**src/rtl/alu_pipe.sv**
```systemverilog
// alu_pipe: single-result ALU with valid/ready handshakes on both sides.
//
// Optional feature macro: ALU_PIPE_MUL_EN
//   defined   -> f=011 is an iterative unsigned shift-add multiply (WIDTH cycles)
//   undefined -> f=011 is an illegal opcode (err=1, y=0)
//
// Ports:
//   clk        sole clock, rising edge
//   rst_n      asynchronous active-low reset
//   in_valid   request valid          in_ready   request accepted this cycle
//   a, b       WIDTH-bit operands     f          3-bit opcode
//   out_valid  result held            out_ready  consumer takes result
//   y          WIDTH-bit result
//   zero       y == 0                 carry      carry-out / no-borrow / MUL high half nonzero
//   ovf        signed overflow        err        illegal opcode
module alu_pipe #(
  parameter int unsigned WIDTH = 32
) (
  input  logic             clk,
  input  logic             rst_n,
  input  logic             in_valid,
  output logic             in_ready,
  input  logic [WIDTH-1:0] a,
  input  logic [WIDTH-1:0] b,
  input  logic [2:0]       f,
  output logic             out_valid,
  input  logic             out_ready,
  output logic [WIDTH-1:0] y,
  output logic             zero,
  output logic             carry,
  output logic             ovf,
  output logic             err
);

  typedef enum logic [2:0] {
    OP_AND  = 3'b000,
    OP_OR   = 3'b001,
    OP_ADD  = 3'b010,
    OP_MUL  = 3'b011,
    OP_ANDN = 3'b100,
    OP_ORN  = 3'b101,
    OP_SUB  = 3'b110,
    OP_SLT  = 3'b111
  } op_e;

`ifdef ALU_PIPE_MUL_EN
  typedef enum logic {IDLE, MUL} state_e;
`else
  typedef enum logic {IDLE} state_e;
`endif

  state_e state_q, state_d;
  op_e    op;

  logic rdy_q;      // low in reset, high from the first edge after release
  logic accept;
  logic drain;
  logic load_alu;

  logic [WIDTH:0]   sum;
  logic [WIDTH:0]   dif;
  logic [WIDTH-1:0] alu_y;
  logic             alu_c;
  logic             alu_o;
  logic             alu_e;

  assign op     = op_e'(f);
  assign accept = in_valid && in_ready;
  assign drain  = out_valid && out_ready;

  // Single-cycle ALU; results are zero-filled by default so the illegal
  // opcode case naturally yields y=0 with clear flags.
  always_comb begin
    sum   = {1'b0, a} + {1'b0, b};
    dif   = {1'b0, a} - {1'b0, b};
    alu_y = '0;
    alu_c = 1'b0;
    alu_o = 1'b0;
    alu_e = 1'b0;
    case (op)
      OP_AND:  alu_y = a & b;
      OP_OR:   alu_y = a | b;
      OP_ANDN: alu_y = a & ~b;
      OP_ORN:  alu_y = a | ~b;
      OP_ADD: begin
        alu_y = sum[WIDTH-1:0];
        alu_c = sum[WIDTH];
        alu_o = (a[WIDTH-1] == b[WIDTH-1]) && (sum[WIDTH-1] != a[WIDTH-1]);
      end
      OP_SUB: begin
        alu_y = dif[WIDTH-1:0];
        alu_c = ~dif[WIDTH];  // no borrow means a >= b
        alu_o = (a[WIDTH-1] != b[WIDTH-1]) && (dif[WIDTH-1] != a[WIDTH-1]);
      end
      OP_SLT:  alu_y = {{(WIDTH-1){1'b0}}, ($signed(a) < $signed(b))};
`ifdef ALU_PIPE_MUL_EN
      OP_MUL:  alu_e = 1'b0;  // handled by the multiplier path
`else
      OP_MUL:  alu_e = 1'b1;
`endif
      default: alu_e = 1'b1;
    endcase
  end

`ifdef ALU_PIPE_MUL_EN
  localparam int unsigned CW = (WIDTH > 1) ? $clog2(WIDTH) : 1;

  logic               start_mul;
  logic               mul_done;
  logic [CW-1:0]      cnt_q;
  logic [2*WIDTH-1:0] mcand_q;
  logic [2*WIDTH-1:0] acc_q;
  logic [2*WIDTH-1:0] acc_nx;
  logic [WIDTH-1:0]   mplier_q;

  assign start_mul = accept && (op == OP_MUL);
  assign load_alu  = accept && (op != OP_MUL);

  // One partial product per MUL cycle; the last one is folded in
  // combinationally so the product lands exactly WIDTH edges after accept.
  assign acc_nx   = acc_q + (mplier_q[0] ? mcand_q : '0);
  assign mul_done = (state_q == MUL) && (cnt_q == CW'(WIDTH - 1));

  always_ff @(posedge clk or negedge rst_n) begin
    if (!rst_n) begin
      cnt_q    <= '0;
      mcand_q  <= '0;
      acc_q    <= '0;
      mplier_q <= '0;
    end else if (start_mul) begin
      cnt_q    <= '0;
      mcand_q  <= {{WIDTH{1'b0}}, a};
      acc_q    <= '0;
      mplier_q <= b;
    end else if (state_q == MUL) begin
      cnt_q    <= cnt_q + 1'b1;
      mcand_q  <= mcand_q << 1;
      acc_q    <= acc_nx;
      mplier_q <= mplier_q >> 1;
    end
  end
`else
  assign load_alu = accept;
`endif

  // FSM: state register
  always_ff @(posedge clk or negedge rst_n) begin
    if (!rst_n) begin
      state_q <= IDLE;
      rdy_q   <= 1'b0;
    end else begin
      state_q <= state_d;
      rdy_q   <= 1'b1;
    end
  end

  // FSM: next state
  always_comb begin
    state_d = state_q;
`ifdef ALU_PIPE_MUL_EN
    unique case (state_q)
      IDLE: if (start_mul) state_d = MUL;
      MUL:  if (mul_done)  state_d = IDLE;
      default: state_d = IDLE;
    endcase
`endif
  end

  // FSM: outputs
  always_comb begin
    in_ready = rdy_q && (state_q == IDLE) && (!out_valid || out_ready);
  end

  // Result register; holds while out_valid && !out_ready because it is only
  // written on acceptance or product completion, both blocked by in_ready.
  always_ff @(posedge clk or negedge rst_n) begin
    if (!rst_n) begin
      y         <= '0;
      carry     <= 1'b0;
      ovf       <= 1'b0;
      err       <= 1'b0;
      out_valid <= 1'b0;
    end else if (load_alu) begin
      y         <= alu_y;
      carry     <= alu_c;
      ovf       <= alu_o;
      err       <= alu_e;
      out_valid <= 1'b1;
`ifdef ALU_PIPE_MUL_EN
    end else if (mul_done) begin
      y         <= acc_nx[WIDTH-1:0];
      carry     <= |acc_nx[2*WIDTH-1:WIDTH];
      ovf       <= 1'b0;
      err       <= 1'b0;
      out_valid <= 1'b1;
`endif
    end else if (drain) begin
      out_valid <= 1'b0;
    end
  end

  assign zero = (y == '0);

endmodule

```
**config.mk**
```make
export PLATFORM = sky130hd
export DESIGN_NAME = alu_pipe
export DESIGN_NICKNAME = d
export VERILOG_FILES = /design/src/rtl/alu_pipe.sv
export SDC_FILE = /design/constraint.sdc
export NUM_CORES = 1
export LEC_CHECK = 0
export ABC_AREA = 1
export CORE_MARGIN = 1.5
export CORE_UTILIZATION = 39
export DETAILED_ROUTE_END_ITERATION = 8
export SKIP_LAST_GASP = 1
export SLEW_MARGIN = 20
export SYNTH_ARGS = -nofsm -noshare
export SYNTH_HDL_FRONTEND = slang
export SYNTH_SLANG_ARGS = --single-unit
```
**constraint.sdc**
```tcl
create_clock -name clk -period 1.7 [get_ports clk]
set_clock_uncertainty 0.15 [all_clocks]
set_input_delay 0.255 -clock clk [delete_from_list [all_inputs] [get_ports clk]]
set_output_delay 0.255 -clock clk [all_outputs]
set_load 0.02 [all_outputs]
```
# Word level (Yosys, flattened, before mapping)
# Cells that the tools add are included.
# totals
reg_bits,37
input_bits,71
output_inout_bits,38
elab_cells,42
# classes
n_addsub,2
order_cmp,1
n_eq_ne,11
muxes,6
bitwise,6
n_reduce_logical,10
# ops
operator,count
$pmux W32 S7,1
$and A32 B32 Y32,2
$or A32 B32 Y32,2
$add A32 B32 Y33,1
$sub A32 B32 Y33,1
$logic_not A32 Y1,1
$lt A32 B32 Y1,1
$not A32 Y32,1
$eq A3 B3 Y1 const B,4
$eq A3 B2 Y1 const B,2
$logic_and A1 B1 Y1,5
$pmux W1 S2,2
$eq A3 B1 Y1 const B,1
$logic_not A3 Y1,1
$mux W1,3
$ne A1 B1 Y1,3
$reduce_bool A2 Y1,1
$eq A1 B1 Y1,1
$logic_not A1 Y1,1
$logic_or A1 B1 Y1,1
$not A1 Y1,1

# Logic depth before layout (Yosys ltp)
# Gate-level depths: netlist of the first run.
# logic_depth
word_depth,5
mapped_depth,18
ltp_nobuf,17

# Worst setup path after synthesis of the first run
# No wires, ideal clock.
# synth_path
kind,input -> register
from,in a[0]
to,reg y[30]
setup_time_ps,117
t_arrival_ps,1831
required_time_ps,1433
setup_slack_ps,-397
path_stages,16
n_path_buf,0
path_cell_list,inv_1 ha_1 inv_1 fa_1 nand3_1 nand3_1 nand2_1 nand2_1 nand2_1 nand2_1 nand2_1 nand3_1 nand3_1 nand3_1 nand2_1 nand2_1
# synth_between
elab_chain_cells,2
word_cells_on_any_way,3
classes_between,add/sub (2); mux (1)
# synth_lines
element,line_no,source
start: declaration,23,"input logic [WIDTH-1:0] a,"
$sub A32 B32 Y33 / $add A32 B32 Y33 (equally long branches),"75, 74",
$pmux W32 S7 *,80,case (op)
end signal: assignment,184,y <= alu_y;
end: declaration,28,"output logic [WIDTH-1:0] y,"
# Every way passes the cells marked *; elsewhere a longest branch is shown, timed or not.
# A chain may end at the register's enable or synchronous reset.

# Worst setup path after layout of the first run
# layout_path
from,in a[0]
to,reg y[6]
# The elaborated chain is that of the path after synthesis.

==> results of run 1 <==
-- area by class of cell --
cell class | instances | area [sq um]
clock buffers | 5 | 125
clock inverters | 3 | 17.5
fillers | 1523 | 4310
inverters | 288 | 1180
multi-input cells | 1135 | 8510
flip-flops and latches | 37 | 926
well taps | 265 | 332
repair buffers | 489 | 4250
-- stage by stage --
stage / total power, mW / util / std cells / setup slack (ns) / setup TNS (ns)
3_3_place_gp: 5.46 / 0.614 / 2140 / -1.12 / -34.01
6_report: 7.77 / 0.781 / 2222 / -0.374 / -7.35
3_5_place_dp: 5.49 / 0.614 / 2140 / -1.13 / -34.41
5_1_grt: 8.18 / 0.781 / 2222 / -0.445 / -9.34
2_1_floorplan: 3.35 / - / 1512 / -0.209 / -2.87
4_1_cts: 7.18 / 0.732 / 2192 / -0.243 / -4.52
-- placed cells by master, fill, tap and decap left out, types with 22 or more instances in the layout --
master / synthesis / layout
a21oi_2: 4 / 29
buf_2: 25 / 25
buf_4: 10 / 300
buf_6: 2 / 89
dfrtp_1: 37 / 37
dlygate4sd2_1: 0 / 37
ha_1: 64 / 22
ha_4: 0 / 38
inv_1: 275 / 176
inv_2: 11 / 86
nand2_1: 610 / 406
nand2_2: 5 / 133
nand2_4: 0 / 73
nand3_1: 138 / 60
nand3_2: 0 / 58
nand4_1: 23 / 23
nor2_1: 94 / 26
nor2_2: 11 / 22
nor2_4: 2 / 59
-- critical path, stage by stage --
cell and delay (ns):
buf_12 0.11, inv_12 0.04, ha_4 0.13, inv_4 0.04, fa_2 0.42, nand3_4 0.13
nand3_4 0.10, nand2_2 0.11, nand2_4 0.08, buf_4 0.15, a21oi_2 0.13, o21ai_2 0.09
buf_4 0.14, o221ai_2 0.07, nand2_1 0.08, nand2_1 0.05
-- sequential cells by signal, summed over array words and instances (netlist names) --
signal and cells:
carry 1, err 1, out_valid 1, ovf 1
rdy_q 1, y 32
-- routing by layer --
layer	part of all wire	track usage	vias up
met5	0	0	-
met4	0.084	0.198	0
met3	0.053	0.0387	191
met2	0.47	0.592	499
met1	0.39	0.419	5509
li1	-	-	5618
-- repair_timing --
item | 4_1_cts | 5_1_grt
pin swaps | 296 | 204
endpoints found under the hold margin | 37 | 0
gates resized for setup | 843 | 221
buffers inserted | 45 | 34
hold buffers | 1 | 0
endpoints found under the setup margin | 68 | 34
-- power breakdown --
group          internal [mW]  switching [mW]
Combinational           2.54            3.18
Sequential              1.04           0.111
Clock                  0.537           0.366
-- logic make-up after synthesis --
family,Yosys count
simple gates,903
buf+inv,340
compound gates,156
fa+ha+maj,66
flops,37
xor+xnor,9
other cells,1
-- path summary, 6_finish.rpt --
| check | start | cells past startpoint | to |
|---|---|---|---|
| setup / recovery | a[0] | 16 | y[6] |
| hold reg to reg | carry | 2 | carry |
| setup reg to reg | out_valid | 8 | y[11] |
| min in group asynchronous | rst_n | 3 | y[30] |
| hold / removal | a[2] | 4 | y[2] |
| max in group asynchronous | rst_n | 3 | y[6] |
==> metrics.md, run 1 <==
| Metric | Value |
|---|---|
| Die X | `145 microns` |
| WP data arrival | `2.14 ns` |
| Clock transition at path regs | `around 0.060 ns` |
| CTS root buffer | `clkbuf_16` |
| Adder-cell share of the synthesized area | `0.107` |
| Vias in the first global route | `about 11k` |
| Xor/xnor share of the synthesized area | `0.0100` |
| TritonCTS clock tree | `done` |
| Synth Warn # | `0` |
| Routed WL per cell | `approximately 18 microns` |
| Synth async-reset ratio | `1.00` |
| H-tree depth | `2` |
| Total Routing Usage GR | `0.346` |
| Top post-synthesis cells by area | `nand2_1 (29%), inv_1 (13%), dfrtp_1 (12%)` |
| Mux share of post-synthesis cell area | `0` |
| Ant diodes | `0` |
| Post-synth EDFFs | `0` |
| Failing checks | `setup timing` |
| Largest family of logic cells by synthesized area | `simple AND/OR/NAND/NOR gates` |
| TritonRoute pass-1 iters | `7` |
| Setup CP Type | `in -> reg` |
| Outcome | `finished, violations left` |
| Final Hold Vio Count | `0` |
| Longest Clk Path Bufs | `2` |
| Top-count cell post-synth | `nand2_1` |
| Syn nets | `about 1.6k` |
| Largest net degree at the start of global routing | `38` |
| Synth Area in Simple Gates | `0.473` |
| Routed wire length | `about 39000 microns` |
| Crit Path Max Fanout | `3` |
| Final worst slack | `-0.374 ns` |
| Seq/Total Area, Yosys | `0.117` |
| Detailed-route via count | `between 10k and 15k` |
| Final Instance Area | `between 15000 and 20000 sq um` |
| Max Cap Violations | `0` |
| Antenna violations before repair | `0` |
| Post-route ant nets | `0` |
| PD cells | `506 nW/um^2` |
| Synth Area in Compound Gates | `0.120` |
| Leading area contributor after synthesis | `nand2_1` |
| FP Rows | `between 50 and 60` |
| Ports | `109` |
| DRC | `0` |
| Worst skew pair latency | `around 0.28 ns` |
| First-pass GRT wire length | `58300 microns` |
| Initial Utilization | `0.401` |
| First-iteration detailed-routing DRC count | `800` |
| Unrepaired setup endpoints after global routing | `yes` |
| Proportion of layout cells with a drive suffix above 1 | `0.540` |
| Core Region | `19700 sq um` |
| TritonCTS Sinks | `37` |
| Synth unique cells | `40` |
| Fmax | `~0.48 GHz` |
| Mapped Area | `7890 sq um` |
| Vias per cell | `roughly 5.3` |
| Die area | `between 20000 and 25000 sq um` |
| WHS | `0.253 ns` |
| Leakage power | `a little over 8 nW` |
| Final min period | `around 2.1 ns` |
| Worst hold path class | `in -> reg` |
| Nets | `roughly 2.1k` |
| TritonCTS Buffers | `5` |
| Synth top cells by count | `nand2_1 (610), inv_1 (275), nand3_1 (138), nor2_1 (94), ha_1 (64)` |
| Synth Register Bits | `37` |
| Cells after synthesis | `~1.5k` |
| Gpl congestion | `1.05` |
| Worst rel slew slack | `0.630` |
| Post-DP HPWL | `approximately 29000 microns` |
| Reg2Reg Setup Slack | `0.22 ns` |
| Die Y-Extent | `between 100 and 150 microns` |
| Syn Area/Cell | `about 5.2 sq um` |
| Placed inst area | `12100 sq um` |
| Total grt overflow | `0` |
| CP Capture Type | `flip-flop` |
| Final setup viols | `32` |
| Worst IR Drop VDD | `about 0.00045 V` |
| Yosys top cell area share | `0.290` |
| PortBufs | `around 110` |
| Worst slew pin tran | `approximately 0.55 ns` |
| Worst EP required | `approximately 1.8 ns` |
| Fin crit share | `1.22` |
| Synth Flop Type | `dfrtp_1` |
| Synthesis-to-layout area growth | `94.6%` |
| Startpoint Class | `primary input` |
| Slew Viols, Final | `0` |
No activity file was read; power rests on OpenSTA's default activity.
==> inputs of run 2 (changes only) <==
- PLACE_DENSITY: unset -> 0.71
==> run 2 against run 1 <==
The run still ends with setup timing left. Sequential power about the same. Critical path depth increased by 1. Clock power increased by 24%. Count of clock-buffer cells in the layout increased by 2. Non-clock buffer count increased by 7. Largest power group unchanged. Highest routed layer unchanged.
==> metrics.md, run 2 (same netlist as run 1, synthesis figures left out) <==
| Metric | Value |
|---|---|
| Ant diodes | `0` |
| Seq pwr share | `0.148` |
| Most common cell after layout, fill and taps aside | `nand2_1` |
| R2R Path Start | `out_valid` |
| TritonCTS Sinks | `37` |
| Slew Viols, Final | `0` |
| Cell repeated most along the worst path | `nand2_4` |
| Worst hold path class | `in -> reg` |
| Reg with most FFs | `y` |
| Worst IR Drop VDD | `between 0.0005 and 0.0006 V` |
| Psw | `3.60 mW` |
| First-iteration detailed-routing DRC count | `between 700 and 800` |
| Nets | `around 2.1k` |
| TritonCTS Buffers | `5` |
| Placed insts | `2138` |
| Gpl congestion | `0.991` |
| Antenna violations before repair | `0` |
| Critical path origin | `a[0]` |
| Synthesis-to-layout area growth | `92.3%` |
| FP Rows | `51` |
| Clock transition at path regs | `about 0.060 ns` |
| Outcome | `finished, violations left` |
| Hold path startpoint | `a[2]` |
| Worst rel slew slack | `0.632` |
| First-pass GRT wire length | `between 50000 and 60000 microns` |
| DRC | `0` |
| Die area | `21100 sq um` |
| Critical path buffer and inverter count | `4` |
| WP data arrival | `2.08 ns` |
| Die X | `around 150 microns` |
| Die Y-Extent | `roughly 150 microns` |
| PortBufs | `~110` |
| Storage element area | `roughly 930 sq um` |
| Routed WL per cell | `approximately 18 microns` |
| Total grt overflow | `0` |
| Detailed-route via count | `between 10k and 15k` |
| Startpoint Class | `primary input` |
| Pint | `about 4.3 mW` |
| Footprint of the multi-input gates | `8270 sq um` |
| Final Hold Vio Count | `0` |
| CTS root buffer | `clkbuf_16` |
| Total Routing Usage GR | `0.349` |
| Final worst slack | `-0.309 ns` |
| Final setup viols | `33` |
| PD cells | `~520 nW/um^2` |
| Worst EP required | `between 1.5 and 2 ns` |
| WHS | `approximately 0.27 ns` |
| TritonRoute pass-1 iters | `5` |
| Leakage power | `~8 nW` |
| Proportion of layout cells with a drive suffix above 1 | `0.518` |
| CP Capture Type | `flip-flop` |
| Clock power frac | `0.143` |
| Failing checks | `setup timing` |
| Worst skew pair latency | `roughly 0.28 ns` |
| Vias in the first global route | `11.3k` |
| Ordered cell list for the critical path | `buf_8 > buf_6 > inv_12 > ha_4 > inv_4 > fa_2 > nand3_4 > nand3_4 > nand2_4 > nand2_4 > nand2_4 > nand2_4 > a21oi_2 > o21ai_1 > o211ai_1 > nand2_1 > nand2_1` |
| Largest net degree at the start of global routing | `38` |
| CP max stage delay | `between 0.3 and 0.4 ns` |
| Switching Share | `0.458` |
| Ports | `approximately 110` |
| Crit Path Max Fanout | `4` |
| Worst slew pin tran | `0.549 ns` |
| Filler cell count | `~1.5k` |
| Vias per cell | `5.20` |
| Power share of the combinational group | `0.710` |
| Setup CP Type | `in -> reg` |
| Post-route ant nets | `0` |
| Non-filler instance count after layout | `about 2.2k` |
| Longest Clk Path Bufs | `2` |
| Initial Utilization | `0.401` |
| H-tree depth | `2` |
| Final min period | `between 2 and 2.5 ns` |
| Max Cap Violations | `0` |
| Largest delay share family, worst path | `simple AND/OR/NAND/NOR gates` |
| Unrepaired setup endpoints after global routing | `yes` |
| Routed wire length | `a little under 40000 microns` |
| Fmax | `0.498 GHz` |
| TritonCTS clock tree | `done` |
| Core Region | `19700 sq um` |
| CP max stage cell | `fa_2` |
| Most frequent cells in the layout | `nand2_1 (424), buf_4 (314), inv_1 (186)` |
| Fin crit share | `1.18` |
| Max reg flops | `32` |
| Post-DP HPWL | `between 20000 and 30000 microns` |
-- run 2: worst paths after layout --
path | end | slack [ns] | cells after the start
setup / recovery | y[10] | -0.31 | 17
max in group asynchronous | y[7] | 0.65 | 3
setup reg to reg | y[17] | 0.21 | 8
min in group asynchronous | y[20] | 0.40 | 3
hold reg to reg | err | 0.34 | 2
hold / removal | y[2] | 0.27 | 4
-- run 2: worst reg2reg max path: stages (launching register included) --
cell,delay [ns]
dfrtp_1,0.37
inv_1,0.07
o21a_1,0.12
nand2_1,0.09
buf_12,0.16
buf_4,0.16
buf_12,0.15
nand2_1,0.07
nand2_2,0.05
-- run 2: what timing repair did --
action / in CTS / in global routing
pin swaps: 265 / 170
setup endpoints to repair: 68 / 34
buffers inserted: 64 / 24
hold endpoints to repair: 37 / 0
hold buffers: 1 / 0
gates resized for setup: 787 / 204
-- run 2: stage by stage --
| stage | cell area (sq um) | power [mW] | setup slack, ns | setup TNS [ns] | utilization |
|---|---|---|---|---|---|
| floorplan | 8600 | 3.35 | -0.209 | -2.87 | - |
| global placement | 12100 | 5.44 | -1.20 | -34.12 | 0.613 |
| detailed placement | 12100 | 5.48 | -1.24 | -35.33 | 0.613 |
| CTS | 14400 | 7.39 | -0.338 | -6.14 | 0.730 |
| global route | 15200 | 8.26 | -0.426 | -8.64 | 0.771 |
| finish | 15200 | 7.86 | -0.309 | -6.22 | 0.771 |
-- run 2: layout make-up --
class / instances / area share
multi-input combinational: 1135 / 0.545
timing repair buffer: 496 / 0.282
clock buffer: 7 / 0.00941
clock inverter: 1 / 0.00198
tap: 265 / 0.0219
inverter: 288 / 0.0789
sequential: 37 / 0.0611
-- run 2: per-layer routing --
layer / part of all wire / GRT usage / vias up
met1: 0.40 / 0.420 / 5399
met2: 0.48 / 0.609 / 429
li1: - / - / 5621
met5: 0 / 0 / -
met4: 0.080 / 0.204 / 0
met3: 0.045 / 0.0280 / 145
-- run 2: power groups by stage --
stage | Sequential, mW | Clock (mW) | Combinational [mW]
2_1_floorplan | 1.36 | 0 | 1.99
6_report | 1.16 | 1.12 | 5.58
5_1_grt | 1.18 | 1.16 | 5.92
4_1_cts | 1.15 | 1.12 | 5.11
3_5_place_dp | 1.14 | 0 | 4.33
3_3_place_gp | 1.15 | 0 | 4.30
==> inputs of run 3 (changes only) <==
==> constraint.sdc (replaced) <==
create_clock -name clk -period 1.7 [get_ports clk]
set_clock_uncertainty 0.15 [all_clocks]
set_input_delay 0.51 -clock clk [delete_from_list [all_inputs] [get_ports clk]]
set_output_delay 0.51 -clock clk [all_outputs]
set_load 0.02 [all_outputs]
==> run 3 against run 2 <==
The run still ends with setup timing left. Clock power hardly changed. Core utilization is 0.27 points lower. Critical path depth is 3 lower. Wire length is 3.2% higher. Power is 0.97% higher. Critical path type unchanged. Highest routed layer unchanged.
==> metrics.md, run 3 (same netlist as run 1, synthesis figures left out) <==
| Metric | Value |
|---|---|
| Outcome | `finished, violations left` |
| Failing checks | `setup timing` |
| FP Rows | `roughly 50` |
| Ports | `about 110` |
| Final Hold Vio Count | `0` |
| TritonCTS Sinks | `37` |
| Setup CP Type | `in -> reg` |
| GR Util met3 | `0.0399` |
| Reg with most FFs | `y` |
| Startpoint Class | `primary input` |
| H-tree depth | `2` |
| PortBufs | `around 110` |
| Register-to-Register Path Depth | `9` |
| Ant diodes | `0` |
| R2R Path Start | `out_valid` |
| Largest net degree at the start of global routing | `38` |
| Placed inst area | `~12000 sq um` |
| First-iteration detailed-routing DRC count | `roughly 1.0k` |
| Core Region | `19700 sq um` |
| Longest Clk Path Bufs | `2` |
| Reg2Reg Setup Slack | `0.04 ns` |
| Final Instance Area | `roughly 15000 sq um` |
| TritonRoute pass-1 iters | `6` |
| Nets | `approximately 2.1k` |
| Worst EP required | `1.72 ns` |
| Worst hold path class | `in -> async` |
| Met1 GRT Util | `0.392` |
| Crit Path Max Fanout | `6` |
| Post-DP HPWL | `approximately 28000 microns` |
| TritonCTS Buffers | `5` |
| Post-CTS Hold Fix Bufs | `0` |
| Filler cell count | `1400` |
| Die Y-Extent | `between 100 and 150 microns` |
| CP Capture Type | `flip-flop` |
| DP Worst Slack | `-1.36 ns` |
| CTS root buffer | `clkbuf_16` |
| Routed wire length | `slightly above 40000 microns` |
| Die X | `145 microns` |
| Fmax | `0.427 GHz` |
| Post-route ant nets | `0` |
| Worst rel slew slack | `0.533` |
| Vias in the first global route | `11.7k` |
| Synthesis-to-layout area growth | `91.6%` |
| Final setup viols | `34` |
| Slew Viols, Final | `0` |
| First-pass GRT wire length | `a little under 60000 microns` |
| Most frequent cells in the layout | `nand2_1 (421), buf_4 (303), inv_1 (175)` |
| Worst slew pin tran | `about 0.7 ns` |
| Final worst slack | `-0.640 ns` |
| Detailed-route via count | `between 10k and 15k` |
| Final min period | `2.34 ns` |
| Fin crit share | `1.38` |
| Leakage power | `between 7 and 8 nW` |
| PD cells | `about 530 nW/um^2` |
| Total grt overflow | `0` |
| GR Util met2 | `0.582` |
| Worst skew pair latency | `0.28 ns` |
| Antenna violations before repair | `0` |
| Routed WL per cell | `about 18 microns` |
| Gpl congestion | `roughly 0.97` |
| Most common cell after layout, fill and taps aside | `nand2_1` |
| Busiest layer in global routing | `met2` |
| WHS | `0.0303 ns` |
| WP data arrival | `around 2.4 ns` |
| Proportion of layout cells with a drive suffix above 1 | `0.551` |
| Die area | `approximately 21000 sq um` |
| Critical path origin | `b[7]` |
| Clock transition at path regs | `roughly 0.060 ns` |
| Unrepaired setup endpoints after global routing | `yes` |
| TritonCTS clock tree | `done` |
| Initial Utilization | `0.401` |
| Max reg flops | `32` |
| Max Cap Violations | `0` |
| Worst IR Drop VDD | `between 0.0004 and 0.0005 V` |
| DRC | `0` |
| Total Routing Usage GR | `0.342` |
| Vias per cell | `approximately 5.5` |
==> run 3: cell types whose count changed in the layout (fill, tap and decap cells not counted), moves of 5 or more <==
cell and delta:
nand3_2 +7, nor2_1 -5, ha_4 +5, dlygate4sd2_1 -32, dfrtp_1 -7, inv_1 -11
buf_4 -11, clkdlybuf4s50_1 -7, dfrtp_2 +7, buf_2 +32, inv_2 +9
==> run 3: final cells by class <==
class | count | area (sq um) | share of cell area
clock buffer | 7 | 143 | 0.00944
tap | 265 | 332 | 0.0219
multi-input combinational | 1135 | 8350 | 0.553
timing repair buffer | 484 | 4120 | 0.273
inverter | 288 | 1200 | 0.0794
sequential | 37 | 935 | 0.0619
clock inverter | 1 | 30.0 | 0.00199
==> run 3: power breakdown <==
group | leakage [nW] | internal, mW | switching [mW]
clock network | 0.0841 | 0.733 | 0.362
registers | 0.462 | 1.05 | 0.128
logic | 7.45 | 2.49 | 3.17
==> run 3: layer usage <==
| metal | part of all wire | wire [microns] | vias up |
|---|---|---|---|
| met1 | 0.37 | 14900 | 5613 |
| met2 | 0.47 | 19000 | 669 |
| met5 | 0 | 0 | - |
| met3 | 0.068 | 2780 | 230 |
| li1 | - | - | 5604 |
| met4 | 0.097 | 3940 | 0 |
==> run 3: what timing repair did <==
item,in CTS,in global routing
pin swaps,300,169
resized for setup,905,217
setup endpoints to repair,74,42
cloned,0,0
setup buffers,57,31
==> run 3: stage by stage <==
stage	TNS, ns	power (mW)	std cells	util
after floorplan	-10.76	3.36	1512	-
final	-15.93	7.93	2217	0.769
after detailed placement	-43.75	5.47	2124	0.612
after CTS	-14.56	7.33	2188	0.722
after global placement	-42.95	5.42	2124	0.612
after global routing	-18.27	8.32	2217	0.769
==> run 3: critical path, cell delays in order <==
cell and delay, ns:
buf_8 0.08, inv_4 0.03, ha_4 0.33, buf_12 0.12
nand2_8 0.07, nor2_4 0.18, and2_4 0.20, nand2_4 0.05
nand3_4 0.08, a21oi_2 0.06, o21ai_1 0.08, o211ai_1 0.31
nand2_1 0.18, nand2_1 0.07
==> run 3: final timing paths <==
check                            endpoint
worst max-delay path                y[11]
worst min-delay path                y[23]
worst max register to register      y[12]
worst min register to register        ovf
max in group asynchronous            y[1]
min in group clk                out_valid
